--- config.mk ---
export PLATFORM = sky130hd
export DESIGN_NAME = multicycle_controller
export DESIGN_NICKNAME = d
export VERILOG_FILES = /design/src/rtl/controller_pkg.sv /design/src/rtl/call_stack.sv /design/src/rtl/multicycle_controller.sv
export SDC_FILE = /design/constraint.sdc
export NUM_CORES = 1
export LEC_CHECK = 0
export BUFFER_PORTS_ARGS = -buffer_cell sky130_fd_sc_hd__buf_2
export CORE_UTILIZATION = 55
export DETAILED_ROUTE_END_ITERATION = 8
export GPL_TIMING_DRIVEN = 0
export MAX_ROUTING_LAYER = met4
export PLACE_DENSITY = 0.84
export SYNTH_ARGS = -nofsm -noshare
export SYNTH_HDL_FRONTEND = slang
export SYNTH_SLANG_ARGS = --single-unit
--- constraint.sdc ---
create_clock -name clk -period 3.8 [get_ports clk]
set_input_delay 0.76 -clock clk [delete_from_list [all_inputs] [get_ports clk]]
set_output_delay 0.76 -clock clk [all_outputs]
set_load 0.01 [all_outputs]
--- src/rtl/controller_pkg.sv ---
// Shared definitions for the multi-cycle controller: FSM state encoding,
// opcode map and ALU function-select codes.
package controller_pkg;

  typedef enum logic [2:0] {
    ST_BOOT   = 3'd0,
    ST_FETCH  = 3'd1,
    ST_DECODE = 3'd2,
    ST_EXEC   = 3'd3,
    ST_HALT   = 3'd4
  } state_t;

  localparam logic [3:0] OP_NOP  = 4'h0;
  localparam logic [3:0] OP_ADD  = 4'h1;
  localparam logic [3:0] OP_SUB  = 4'h2;
  localparam logic [3:0] OP_AND  = 4'h3;
  localparam logic [3:0] OP_OR   = 4'h4;
  localparam logic [3:0] OP_XOR  = 4'h5;
  localparam logic [3:0] OP_NOT  = 4'h6;
  localparam logic [3:0] OP_SHL  = 4'h7;
  localparam logic [3:0] OP_ADDI = 4'h8;
  localparam logic [3:0] OP_LD   = 4'h9;
  localparam logic [3:0] OP_ST   = 4'hA;
  localparam logic [3:0] OP_BRZ  = 4'hB;
  localparam logic [3:0] OP_JMP  = 4'hC;
  localparam logic [3:0] OP_CALL = 4'hD;
  localparam logic [3:0] OP_RET  = 4'hE;
  localparam logic [3:0] OP_HALT = 4'hF;

  localparam logic [2:0] FS_ADD = 3'd0;
  localparam logic [2:0] FS_SUB = 3'd1;
  localparam logic [2:0] FS_AND = 3'd2;
  localparam logic [2:0] FS_OR  = 3'd3;
  localparam logic [2:0] FS_XOR = 3'd4;
  localparam logic [2:0] FS_NOT = 3'd5;
  localparam logic [2:0] FS_SHL = 3'd6;

  // ALU opcodes 1..7 map directly onto FS codes 0..6
  function automatic logic [2:0] alu_fs(input logic [3:0] op);
    return op[2:0] - 3'd1;
  endfunction

  // LD and ST are the only instructions that wait on data memory
  function automatic logic is_mem_op(input logic [3:0] op);
    return (op == OP_LD) || (op == OP_ST);
  endfunction

endpackage

--- src/rtl/call_stack.sv ---
// Return-address LIFO for CALL/RET. The caller never pushes and pops in the
// same cycle and never pushes when full or pops when empty; the guards here
// only keep the occupancy counter consistent if that is ever violated.
module call_stack #(
  parameter int PC_W        = 6,
  parameter int STACK_DEPTH = 4
) (
  input  logic            clk,
  input  logic            reset,
  input  logic            push,
  input  logic            pop,
  input  logic [PC_W-1:0] din,
  output logic [PC_W-1:0] top,
  output logic            full,
  output logic            empty
);

  localparam int CNT_W = $clog2(STACK_DEPTH + 1);

  logic [CNT_W-1:0] cnt;
  logic [PC_W-1:0]  mem [STACK_DEPTH];

  assign full  = (cnt == CNT_W'(STACK_DEPTH));
  assign empty = (cnt == '0);

  // Occupancy counter: the only control state of the stack
  always_ff @(posedge clk or posedge reset) begin
    if (reset) begin
      cnt <= '0;
    end else if (push && !full) begin
      cnt <= cnt + CNT_W'(1);
    end else if (pop && !empty) begin
      cnt <= cnt - CNT_W'(1);
    end
  end

  // Entry storage: written at the slot just above the current top
  always_ff @(posedge clk) begin
    for (int i = 0; i < STACK_DEPTH; i++) begin
      if (push && !full && (cnt == CNT_W'(i))) begin
        mem[i] <= din;
      end
    end
  end

  // Most recently pushed entry, zero when the stack is empty
  always_comb begin
    top = '0;
    for (int i = 0; i < STACK_DEPTH; i++) begin
      if (cnt == CNT_W'(i + 1)) begin
        top = mem[i];
      end
    end
  end

endmodule

--- src/rtl/multicycle_controller.sv ---
// Multi-cycle datapath controller: BOOT/FETCH/DECODE/EXEC/HALT sequencer with
// PC, IR, conditional branch, CALL/RET through a return-address stack,
// memory-wait stall on LD/ST and sticky stack-error reporting.
module multicycle_controller
  import controller_pkg::*;
#(
  parameter int NBIT        = 16,
  parameter int PC_W        = 6,
  parameter int RA_W        = 4,
  parameter int STACK_DEPTH = 4
) (
  input  logic            clk,
  input  logic            reset,
  input  logic [NBIT-1:0] data_from_rom,
  input  logic [NBIT-1:0] A,
  input  logic            zero_flag,
  input  logic            mem_ready,
  output logic [PC_W-1:0] PC,
  output logic [PC_W-1:0] PC_prev,
  output logic [RA_W-1:0] DA,
  output logic [RA_W-1:0] AA,
  output logic [RA_W-1:0] BA,
  output logic [2:0]      FS,
  output logic            IL,
  output logic            RW,
  output logic            MB,
  output logic            MD,
  output logic            MM,
  output logic            MW,
  output logic            done,
  output logic            stack_err
);

  if (NBIT != 4 + 3 * RA_W) begin : g_bad_width
    $error("NBIT must equal 4 + 3*RA_W");
  end

  state_t                  state, state_nxt;
  logic [NBIT-1:0]         ir;
  logic [3:0]              op;
  logic signed [2*RA_W-1:0] br_off;
  logic [PC_W-1:0]         br_target;
  logic [PC_W-1:0]         jmp_target;
  logic                    mem_wait;
  logic                    stk_push, stk_pop, stk_full, stk_empty, stk_fault;
  logic [PC_W-1:0]         stk_top;
  logic                    unused_a_hi;

  assign op = ir[NBIT-1 -: 4];
  assign DA = ir[3*RA_W-1 -: RA_W];
  assign AA = ir[2*RA_W-1 -: RA_W];
  assign BA = ir[RA_W-1:0];

  // Branch offset {DA,AA} is signed; resizing a signed value sign-extends or
  // truncates to the PC width, giving modular PC arithmetic either way.
  assign br_off      = {DA, AA};
  assign br_target   = PC + PC_W'(br_off);
  assign jmp_target  = A[PC_W-1:0];
  assign unused_a_hi = ^A[NBIT-1:PC_W];

  assign mem_wait  = is_mem_op(op) && !mem_ready;
  assign stk_push  = (state == ST_EXEC) && (op == OP_CALL) && !stk_full;
  assign stk_pop   = (state == ST_EXEC) && (op == OP_RET) && !stk_empty;
  assign stk_fault = (state == ST_EXEC) &&
                     (((op == OP_CALL) && stk_full) || ((op == OP_RET) && stk_empty));

  call_stack #(
    .PC_W        (PC_W),
    .STACK_DEPTH (STACK_DEPTH)
  ) u_call_stack (
    .clk   (clk),
    .reset (reset),
    .push  (stk_push),
    .pop   (stk_pop),
    .din   (PC),
    .top   (stk_top),
    .full  (stk_full),
    .empty (stk_empty)
  );

  // FSM state register
  always_ff @(posedge clk or posedge reset) begin
    if (reset) begin
      state <= ST_BOOT;
    end else begin
      state <= state_nxt;
    end
  end

  // FSM next state: EXEC holds on a memory wait, HALT is left only by reset
  always_comb begin
    state_nxt = state;
    case (state)
      ST_BOOT:   state_nxt = ST_FETCH;
      ST_FETCH:  state_nxt = ST_DECODE;
      ST_DECODE: state_nxt = ST_EXEC;
      ST_EXEC: begin
        if ((op == OP_HALT) || stk_fault) state_nxt = ST_HALT;
        else if (mem_wait)                state_nxt = ST_EXEC;
        else                              state_nxt = ST_FETCH;
      end
      ST_HALT:   state_nxt = ST_HALT;
      default:   state_nxt = ST_BOOT;
    endcase
  end

  // Program counter, instruction register and sticky stack error
  always_ff @(posedge clk or posedge reset) begin
    if (reset) begin
      PC        <= '0;
      PC_prev   <= '0;
      ir        <= '0;
      stack_err <= 1'b0;
    end else begin
      case (state)
        ST_FETCH: begin
          ir      <= data_from_rom;
          PC_prev <= PC;
          PC      <= PC + PC_W'(1);
        end
        ST_EXEC: begin
          case (op)
            OP_BRZ:  if (zero_flag) PC <= br_target;
            OP_JMP:  PC <= jmp_target;
            OP_CALL: if (stk_full) stack_err <= 1'b1; else PC <= jmp_target;
            OP_RET:  if (stk_empty) stack_err <= 1'b1; else PC <= stk_top;
            default: ;
          endcase
        end
        default: ;
      endcase
    end
  end

  // Moore control outputs decoded from state and IR
  always_comb begin
    IL   = 1'b0;
    RW   = 1'b0;
    MB   = 1'b0;
    MD   = 1'b0;
    MM   = 1'b0;
    MW   = 1'b0;
    FS   = FS_ADD;
    done = (state == ST_HALT);
    case (state)
      ST_FETCH: IL = 1'b1;
      ST_EXEC: begin
        case (op)
          OP_ADD, OP_SUB, OP_AND, OP_OR, OP_XOR, OP_NOT, OP_SHL: begin
            FS = alu_fs(op);
            RW = 1'b1;
          end
          OP_ADDI: begin
            FS = FS_ADD;
            MB = 1'b1;
            RW = 1'b1;
          end
          OP_LD: begin
            MM = 1'b1;
            MD = 1'b1;
            RW = 1'b1;
          end
          OP_ST: begin
            MM = 1'b1;
            MW = 1'b1;
          end
          OP_HALT: done = 1'b1;
          default: ;
        endcase
      end
      default: ;
    endcase
  end

endmodule

-- Yosys cells after proc, flatten, opt, wreduce, memory -nomap -nowiden
Memories as Yosys holds them, arrays and structs flattened.
Cells that the tools add are included.
- register bits: 35
- memories: 1
- memory bits (writable): 24
- logic and storage cells: 123
- output and inout bits: 35
- input port bits: 36
- memory list (name ; words ; width ; read ports ; clocked after memory_dff ; wr ports ; line ; RTL):
    u_call_stack.mem ; 4 ; 6 ; 4 ; 0 ; 1 ; call_stack.sv:21 ; logic [PC_W-1:0] mem [STACK_DEPTH];
- eq/ne operators: 29
- muxes and demuxes: 49
- reductions and logical operators: 33
- add/subtract/negate cells: 5
- operator list (kind ; count):
    $mux W6 ; 10
    $eq A4 B4 Y1 const B ; 8
    $mux W1 ; 26
    $pmux W6 S4 ; 1
    $reduce_or A6 Y1 ; 3
    $eq A4 B3 Y1 const B ; 4
    $mux W3 ; 5
    $pmux W3 S5 ; 1
    $logic_and A1 B1 Y1 ; 14
    $eq A3 B2 Y1 const B ; 4
    $pmux W6 S2 ; 1
    $ne A3 B3 Y1 const B ; 3
    $reduce_or A9 Y1 ; 1
    $eq A4 B2 Y1 const B ; 2
    $mux W2 ; 4
    $reduce_or A7 Y1 ; 1
    $add A6 B1 Y6 const B ; 1
    $add A6 B6 Y6 ; 1
    $eq A3 B1 Y1 const B ; 2
    $eq A3 B3 Y1 const B ; 2
    $logic_not A3 Y1 ; 2
    $reduce_bool A2 Y1 ; 3
    $sub A3 B1 Y3 const B ; 2
    $ne A5 B1 Y1 const B ; 1
    other kinds (9) ; 14

-- Logic depth before layout (Yosys ltp)
Gate-level depths: netlist (run 1).
- depth after elaboration: 11
- gate-level depth with buffers: 10

-- Hierarchy
Synthesis (run 1) repeated with hierarchy kept, for this count alone.
- cell total of the unflattened synthesis: 290
- area total of the unflattened synthesis: 3294.4 µm²
- by module, submodules not included (module ; cells an instance ; area each (µm²) ; instances):
    multicycle_controller ; 197 ; 2035.7 ; 1
    call_stack ; 93 ; 1258.7 ; 1

-- Worst setup path after synthesis (run 1)
Ideal clock, no wire load.
- kind: flip-flop to output port
- start point: register ir[12]
- end point: output FS[2]
- slack: 1.639 ns
- stages on the path, launching flop included: 6
- data arrival time: 1.401 ns
- cells stage by stage: dfrtp_1 > inv_1 > ha_1 > a2111oi_0 > or3_1 > nor2_1
- longest elaborated chain between the ends: 4
- elaborated cells between the ends (all ways): 11
- classes of those cells: add/sub: 1; eq/ne: 7; mux: 2; reduce/logical: 1
- RTL lines (element ; line ; RTL):
    from (decl) ; multicycle_controller.sv:39 ; logic [NBIT-1:0] ir;
    from (signal assigned) ; multicycle_controller.sv:117 ; ir <= data_from_rom;
    $eq A4 B1 Y1 (tied with other cells) ; multicycle_controller.sv:148 ; case (op)
    $reduce_or A7 Y1 ; multicycle_controller.sv:148 ;
    $mux W3 * ; multicycle_controller.sv:148 ;
    $mux W3 * ; multicycle_controller.sv:145 ; case (state)
    to (decl) ; multicycle_controller.sv:23 ; output logic [2:0] FS,
Every way passes the cells marked *; elsewhere a longest branch is shown, timed or not.

-- Worst setup path after layout (run 1)
Same ends and word-level chain as after synthesis.

==> flow_metrics.tcl, run 1 <==
set metrics [dict create \
    min_path_type "register to register" \
    tns_ns 0 \
    required_ns 3.04 \
    syn_area_per_cell_um2 11.39 \
    final_max_slew_viol_count 0 \
    drtAntennaViolNets 0 \
    worst_hold_path.num_cells 1 \
    finClkSkew_ns 0.009700 \
    ir_worst_vdd_v 0.0005299 \
    maxCapViolCount 0 \
    hold_path_startpoint "stack_err$_DFFE_PP0P_" \
    rsz0062_at_grt "no" \
    wire_per_inst_um 15.20 \
    viasPerCell 5.508 \
    clockBufferDepth 2 \
    slew_headroom 0.5053 \
    ioPinCount 71 \
    die_area_mm2 0.006215 \
    path_clk_slew_ns 0.06 \
    die_height_um 78.84 \
    yosysMostFrequentCell "dfrtp_1" \
    synth_top_cell_area_share 0.2697 \
    tightestPinTransition_ns 0.7410 \
    cts-root-buf "clkbuf_8" \
    hold_slack_ns 0.4707 \
    syn2layout_area_growth_pct 17.77 \
    start_util 0.5790 \
    grt.total_usage 0.2423 \
    core.rowCount 27 \
    cts_max_level 3 \
    ctsHoldBuffers 0 \
    postCtsSetupRepairBufs 0 \
    synth-seq-cells 59 \
    synth_nets 339 \
    wl_mm 6.581 \
    critPathCaptureType "primary output" \
    vias 2385 \
    grt_pass1_vias 2404 \
    first_pass_iters 4 \
    diodes 0 \
    hpwl_mm 4.911 \
    hold_end "stack_err$_DFFE_PP0P_" \
    post_dp_cell_area_mm2 0.003637 \
    synth_area_leader_cell "dfrtp_1" \
    cts.repair.resized 0 \
    fmax_mhz 371.1 \
    post-route-min-period_ns 2.695 \
    crit_fanout 7 \
    status "finished, final reports clean" \
    ys.flop_type "dfrtp_1" \
    numCtsBuffers 9 \
    port_buffers 60 \
    grt_max_degree 36 \
    synth-edff-count 24 \
    grt_overflow_total 0 \
    cts_tree "yes" \
    r2r_slack_ns 1.48 \
    antenna_found_initial 0 \
    reg2regPathDepth 10 \
    crit_arrival_ns 1.93 \
    grt_pass1_wl_mm 11.25 \
    startpoint_type "register" \
    place.gp.congestion 0.8592 \
    coreArea_mm2 0.005608 \
    finalHoldViolations 0 \
    p_per_area_mw_per_mm2 896.9 \
    synth_area_mm2 0.003247 \
    dieWidth_um 78.84 \
    rr_startpoint "u_call_stack.cnt[2]$_DFFE_PP0P_" \
    fin_nets 410 \
    yosysSeqAreaShare 0.4917 \
    synth_common_cells "35 x dfrtp_1, 25 x nand2_1, 24 x edfxtp_1" \
    insertion_delay_ns 0.34 \
    drt_iter0_drc 162 \
    synthTopCellsByArea "dfrtp_1 27%, edfxtp_1 22%, mux2_2 6.6%, ha_1 6.6%, nand2_1 2.9%" \
    drive_gt1_frac 0.3684 \
    reg2reg_to "PC[5]$_DFFE_PP0P_" \
    postLayoutCellArea_mm2 0.003824 \
    post-route-period-util 0.7091 \
    total_leakage_power_uw 0.001651 \
    yosys_warnings 0 \
    synth.distinct_cells 53 \
    clock-sinks 59 \
    drcViolationCount 0 \
    async_flop_share 0.5932 \
    synthCells 285 \
    finalSetupViolCount 0 \
    critPathKind "register to primary output" \
]
where the power goes:
part / total, uW / leakage, uW / internal [uW] / switching (uW)
logic: 1790 / 0.000927 / 859 / 926
clock network: 540 / 0.0000893 / 300 / 239
registers: 1100 / 0.000635 / 888 / 216
total: 3430 / 0.00165 / 2050 / 1380
layout by cell type (no fill, tap or decap), drive strengths merged, types with 7 or more instances in the layout:
| cell | netlist | layout |
|---|---|---|
| inv | 10 | 10 |
| buf | 22 | 82 |
| o21ai | 15 | 15 |
| nor2 | 24 | 24 |
| clkbuf | 1 | 12 |
| nand3 | 7 | 7 |
| nand2 | 25 | 25 |
| ha | 17 | 17 |
| a21oi | 12 | 12 |
| edfxtp | 24 | 24 |
| mux2 | 19 | 19 |
| dfrtp | 35 | 35 |
| a221oi | 9 | 9 |
state kept, by name (all words and copies together), names as in the netlist:
name              count
ir                   16
state                 3
u_call_stack.cnt      3
PC_prev               6
u_call_stack.mem     24
stack_err             1
PC                    6
worst max-delay path: stages (launching register included):
cell	delay, ns
dfrtp_1	0.41
inv_1	0.13
ha_1	0.34
a2111oi_0	0.11
or3_1	0.38
nor2_1	0.11
buf_2	0.13
per-stage QoR:
stage               std cells  power [uW]    util  setup WS [ns]
CTS                       433        3447  0.6818          1.095
floorplan                 285        2416       -          1.639
global route              433        3699  0.6818         0.8819
detailed placement        417        2891  0.6486          1.469
finish                    433        3429  0.6818          1.105
global placement          417        2818  0.6486          1.472
how the worst max path moves through the flow:
stage                        to  slack, ns                from
after floorplan           FS[2]       1.64  ir[12]$_DFFE_PP0P_
after global placement    FS[2]       1.47  ir[12]$_DFFE_PP0P_
after detailed placement  FS[2]       1.47  ir[12]$_DFFE_PP0P_
after CTS                 FS[2]       1.09  ir[12]$_DFFE_PP0P_
after global routing         RW       0.88  ir[12]$_DFFE_PP0P_
final                     FS[2]       1.11  ir[12]$_DFFE_PP0P_
kinds of logic (layout without fill, tap and decap cells):
family,after synthesis,count (layout),synth area share
adders and majority gates,18,18,0.07168
and+or+nand+nor,84,84,0.1314
DFF,59,59,0.4917
buffers and inverters,33,109,0.06551
xor gates and xnor gates,7,7,0.01888
muxes,20,20,0.06898
AOI/OAI and AO/OA,64,64,0.1518
metal layers:
metal	wire, um	track usage	vias up
met5	0	-	-
met4	116	0.1000	0
met3	273	0.03218	12
met2	3214	0.3896	77
met1	2976	0.3121	1122
li1	-	-	1174
cell type report:
class,count,area (um^2)
tap,72,90.09
inverter,10,37.54
timing repair buffer,60,300.3
sequential,59,1597
fill,439,1784
buffer,23,175.2
clock inverter,5,55.05
multi-input combinational,193,1438
clock buffer,11,131.4
(Power assumes the default switching activity.)
==> run 2: changes to the inputs <==
--- a/config.mk
+++ b/config.mk
@@ -6,11 +6,11 @@
 export NUM_CORES = 1
 export LEC_CHECK = 0
 export BUFFER_PORTS_ARGS = -buffer_cell sky130_fd_sc_hd__buf_2
-export CORE_UTILIZATION = 55
+export CORE_UTILIZATION = 54
 export DETAILED_ROUTE_END_ITERATION = 8
 export GPL_TIMING_DRIVEN = 0
 export MAX_ROUTING_LAYER = met4
-export PLACE_DENSITY = 0.84
+export PLACE_DENSITY = 0.82
 export SYNTH_ARGS = -nofsm -noshare
 export SYNTH_HDL_FRONTEND = slang
 export SYNTH_SLANG_ARGS = --single-unit
==> constraint.sdc (replaced) <==
create_clock -name clk -period 2.6 [get_ports clk]
set_input_delay 0.52 -clock clk [delete_from_list [all_inputs] [get_ports clk]]
set_output_delay 0.52 -clock clk [all_outputs]
set_load 0.01 [all_outputs]
==> flow_metrics.tcl, run 2 (synthesized netlist as in run 1, its figures left out) <==
set metrics [dict create \
    finalHoldViolations 0 \
    first_pass_iters 4 \
    syn2layout_area_growth_pct 18.11 \
    cpMaxStageDelayCell "or3_4" \
    coreArea_mm2 0.005642 \
    drive_gt1_frac 0.3767 \
    p_per_area_mw_per_mm2 1323 \
    wl_mm 6.867 \
    insertion_delay_ns 0.33 \
    required_ns 2.08 \
    drt_iter0_drc 134 \
    die_area_mm2 0.006327 \
    cts_tree "yes" \
    fin_nets 410 \
    slowest_delay_ns 0.46 \
    startpoint_type "register" \
    crit_chain "nand3b_1 -> clkbuf_1 -> or3_4 -> nor2_1 -> buf_2" \
    cts-root-buf "clkbuf_8" \
    use_met3 0.03886 \
    grt_use_met2 0.3949 \
    drcViolationCount 0 \
    post_dp_cell_area_mm2 0.003637 \
    path_clk_slew_ns 0.07 \
    final_max_slew_viol_count 0 \
    status "finished, final reports clean" \
    r2r_slack_ns 0.25 \
    grt_max_degree 36 \
    rsz0062_at_grt "no" \
    wire_per_inst_um 15.86 \
    tns_ns 0 \
    dieWidth_um 79.54 \
    grt_busiest_layer "met2" \
    slew_headroom 0.4998 \
    grt.total_usage 0.2418 \
    ioPinCount 71 \
    final_cell_mix "65 x buf_2, 35 x dfrtp_1, 25 x nand2_1" \
    rr_startpoint "PC[0]$_DFFE_PP0P_" \
    vias 2409 \
    postLayoutCellArea_mm2 0.003835 \
    crit_fanout 10 \
    tightestPinTransition_ns 0.7491 \
    min_path_type "input pin to async pin" \
    total_leakage_power_uw 0.001657 \
    antenna_found_initial 0 \
    numCtsBuffers 9 \
    crit_arrival_ns 1.92 \
    grt_overflow_total 0 \
    hpwl_mm 5.040 \
    start_util 0.5755 \
    core.rowCount 27 \
    grt_pass1_wl_mm 11.26 \
    maxCapViolCount 0 \
    clock-sinks 59 \
    critPathKind "register to primary output" \
    place.gp.congestion 0.8482 \
    die_height_um 79.54 \
    mostFrequentLayoutCell "buf_2" \
    clockBufferDepth 2 \
    reg_top3 "u_call_stack.mem x24, ir x16" \
    viasPerCell 5.564 \
    post-route-period-util 0.9374 \
    largest_reg_flops 24 \
    finalSetupViolCount 0 \
    diodes 0 \
    ir_worst_vdd_v 0.0009237 \
    reg2reg_to "PC[4]$_DFFE_PP0P_" \
    critPathCaptureType "primary output" \
    postCtsSetupRepairBufs 0 \
    finClkSkew_ns 0.006924 \
    grt_pass1_vias 2432 \
    drtAntennaViolNets 0 \
    largest-register "u_call_stack.mem" \
    grt_use_met1 0.2995 \
    post-route-min-period_ns 2.437 \
    fmax_mhz 410.3 \
    cts_max_level 3 \
    reg2regPathDepth 9 \
    port_buffers 60 \
]
[run 2: layer usage]
metal,wire [um],vias to the layer above
met5,0,-
met1,3088,1153
li1,-,1163
met3,296,20
met4,155,0
met2,3328,73
[run 2: worst max-delay path: cells and delay by family, from the launching register on]
family                 cells  cell delay [ns]
buffers and inverters      2             0.41
DFF                        1             0.41
and+or+nand+nor            3             0.77
[run 2: what timing repair did]
action,4_1_cts,5_1_grt
resized for setup,0,4
setup endpoints to repair,0,4
hold buffers,0,0
[run 2: worst max-delay path by stage]
stage | startpoint | endpoint | slack (ns) | cells after the start
2_1_floorplan | PC[0]$_DFFE_PP0P_ | PC[4]$_DFFE_PP0P_ | 0.64 | 9
4_1_cts | ir[12]$_DFFE_PP0P_ | FS[0] | 0.11 | 6
3_3_place_gp | u_call_stack.cnt[2]$_DFFE_PP0P_ | PC[5]$_DFFE_PP0P_ | 0.35 | 10
6_report | state[2]$_DFF_PP0_ | FS[2] | 0.16 | 5
5_1_grt | ir[12]$_DFFE_PP0P_ | FS[0] | 0.05 | 6
3_5_place_dp | u_call_stack.cnt[2]$_DFFE_PP0P_ | PC[4]$_DFFE_PP0P_ | 0.32 | 10
[run 2: through the flow]
step                        util  cells  total power [uW]  hold slack (ns)  worst slack [ns]
after floorplan                -    285              3530           0.4531            0.6373
after global placement    0.6447    417              4123           0.4623            0.3536
after detailed placement  0.6447    417              4241           0.4586            0.3212
after CTS                 0.6773    433              5048           0.3893            0.1119
after global routing      0.6798    433              5446           0.3883           0.04744
final                     0.6798    433              5075           0.3177            0.1628
[run 2: final cells by class]
class                           count  area, um^2
Fill cell                         419        1807
Tap cell                           72       90.09
Clock buffer                       10       127.6
Multi-Input combinational cell    193        1451
Clock inverter                      6       56.30
Sequential cell                    59        1597
Timing Repair Buffer               60       300.3
Buffer                             23       175.2
Inverter                           10       37.54
[run 2: report_power, final]
group	total (uW)	switching (uW)	internal, uW
clock	776	342	434
combinational	2690	1410	1280
sequential	1610	312	1300
total	5080	2070	3010
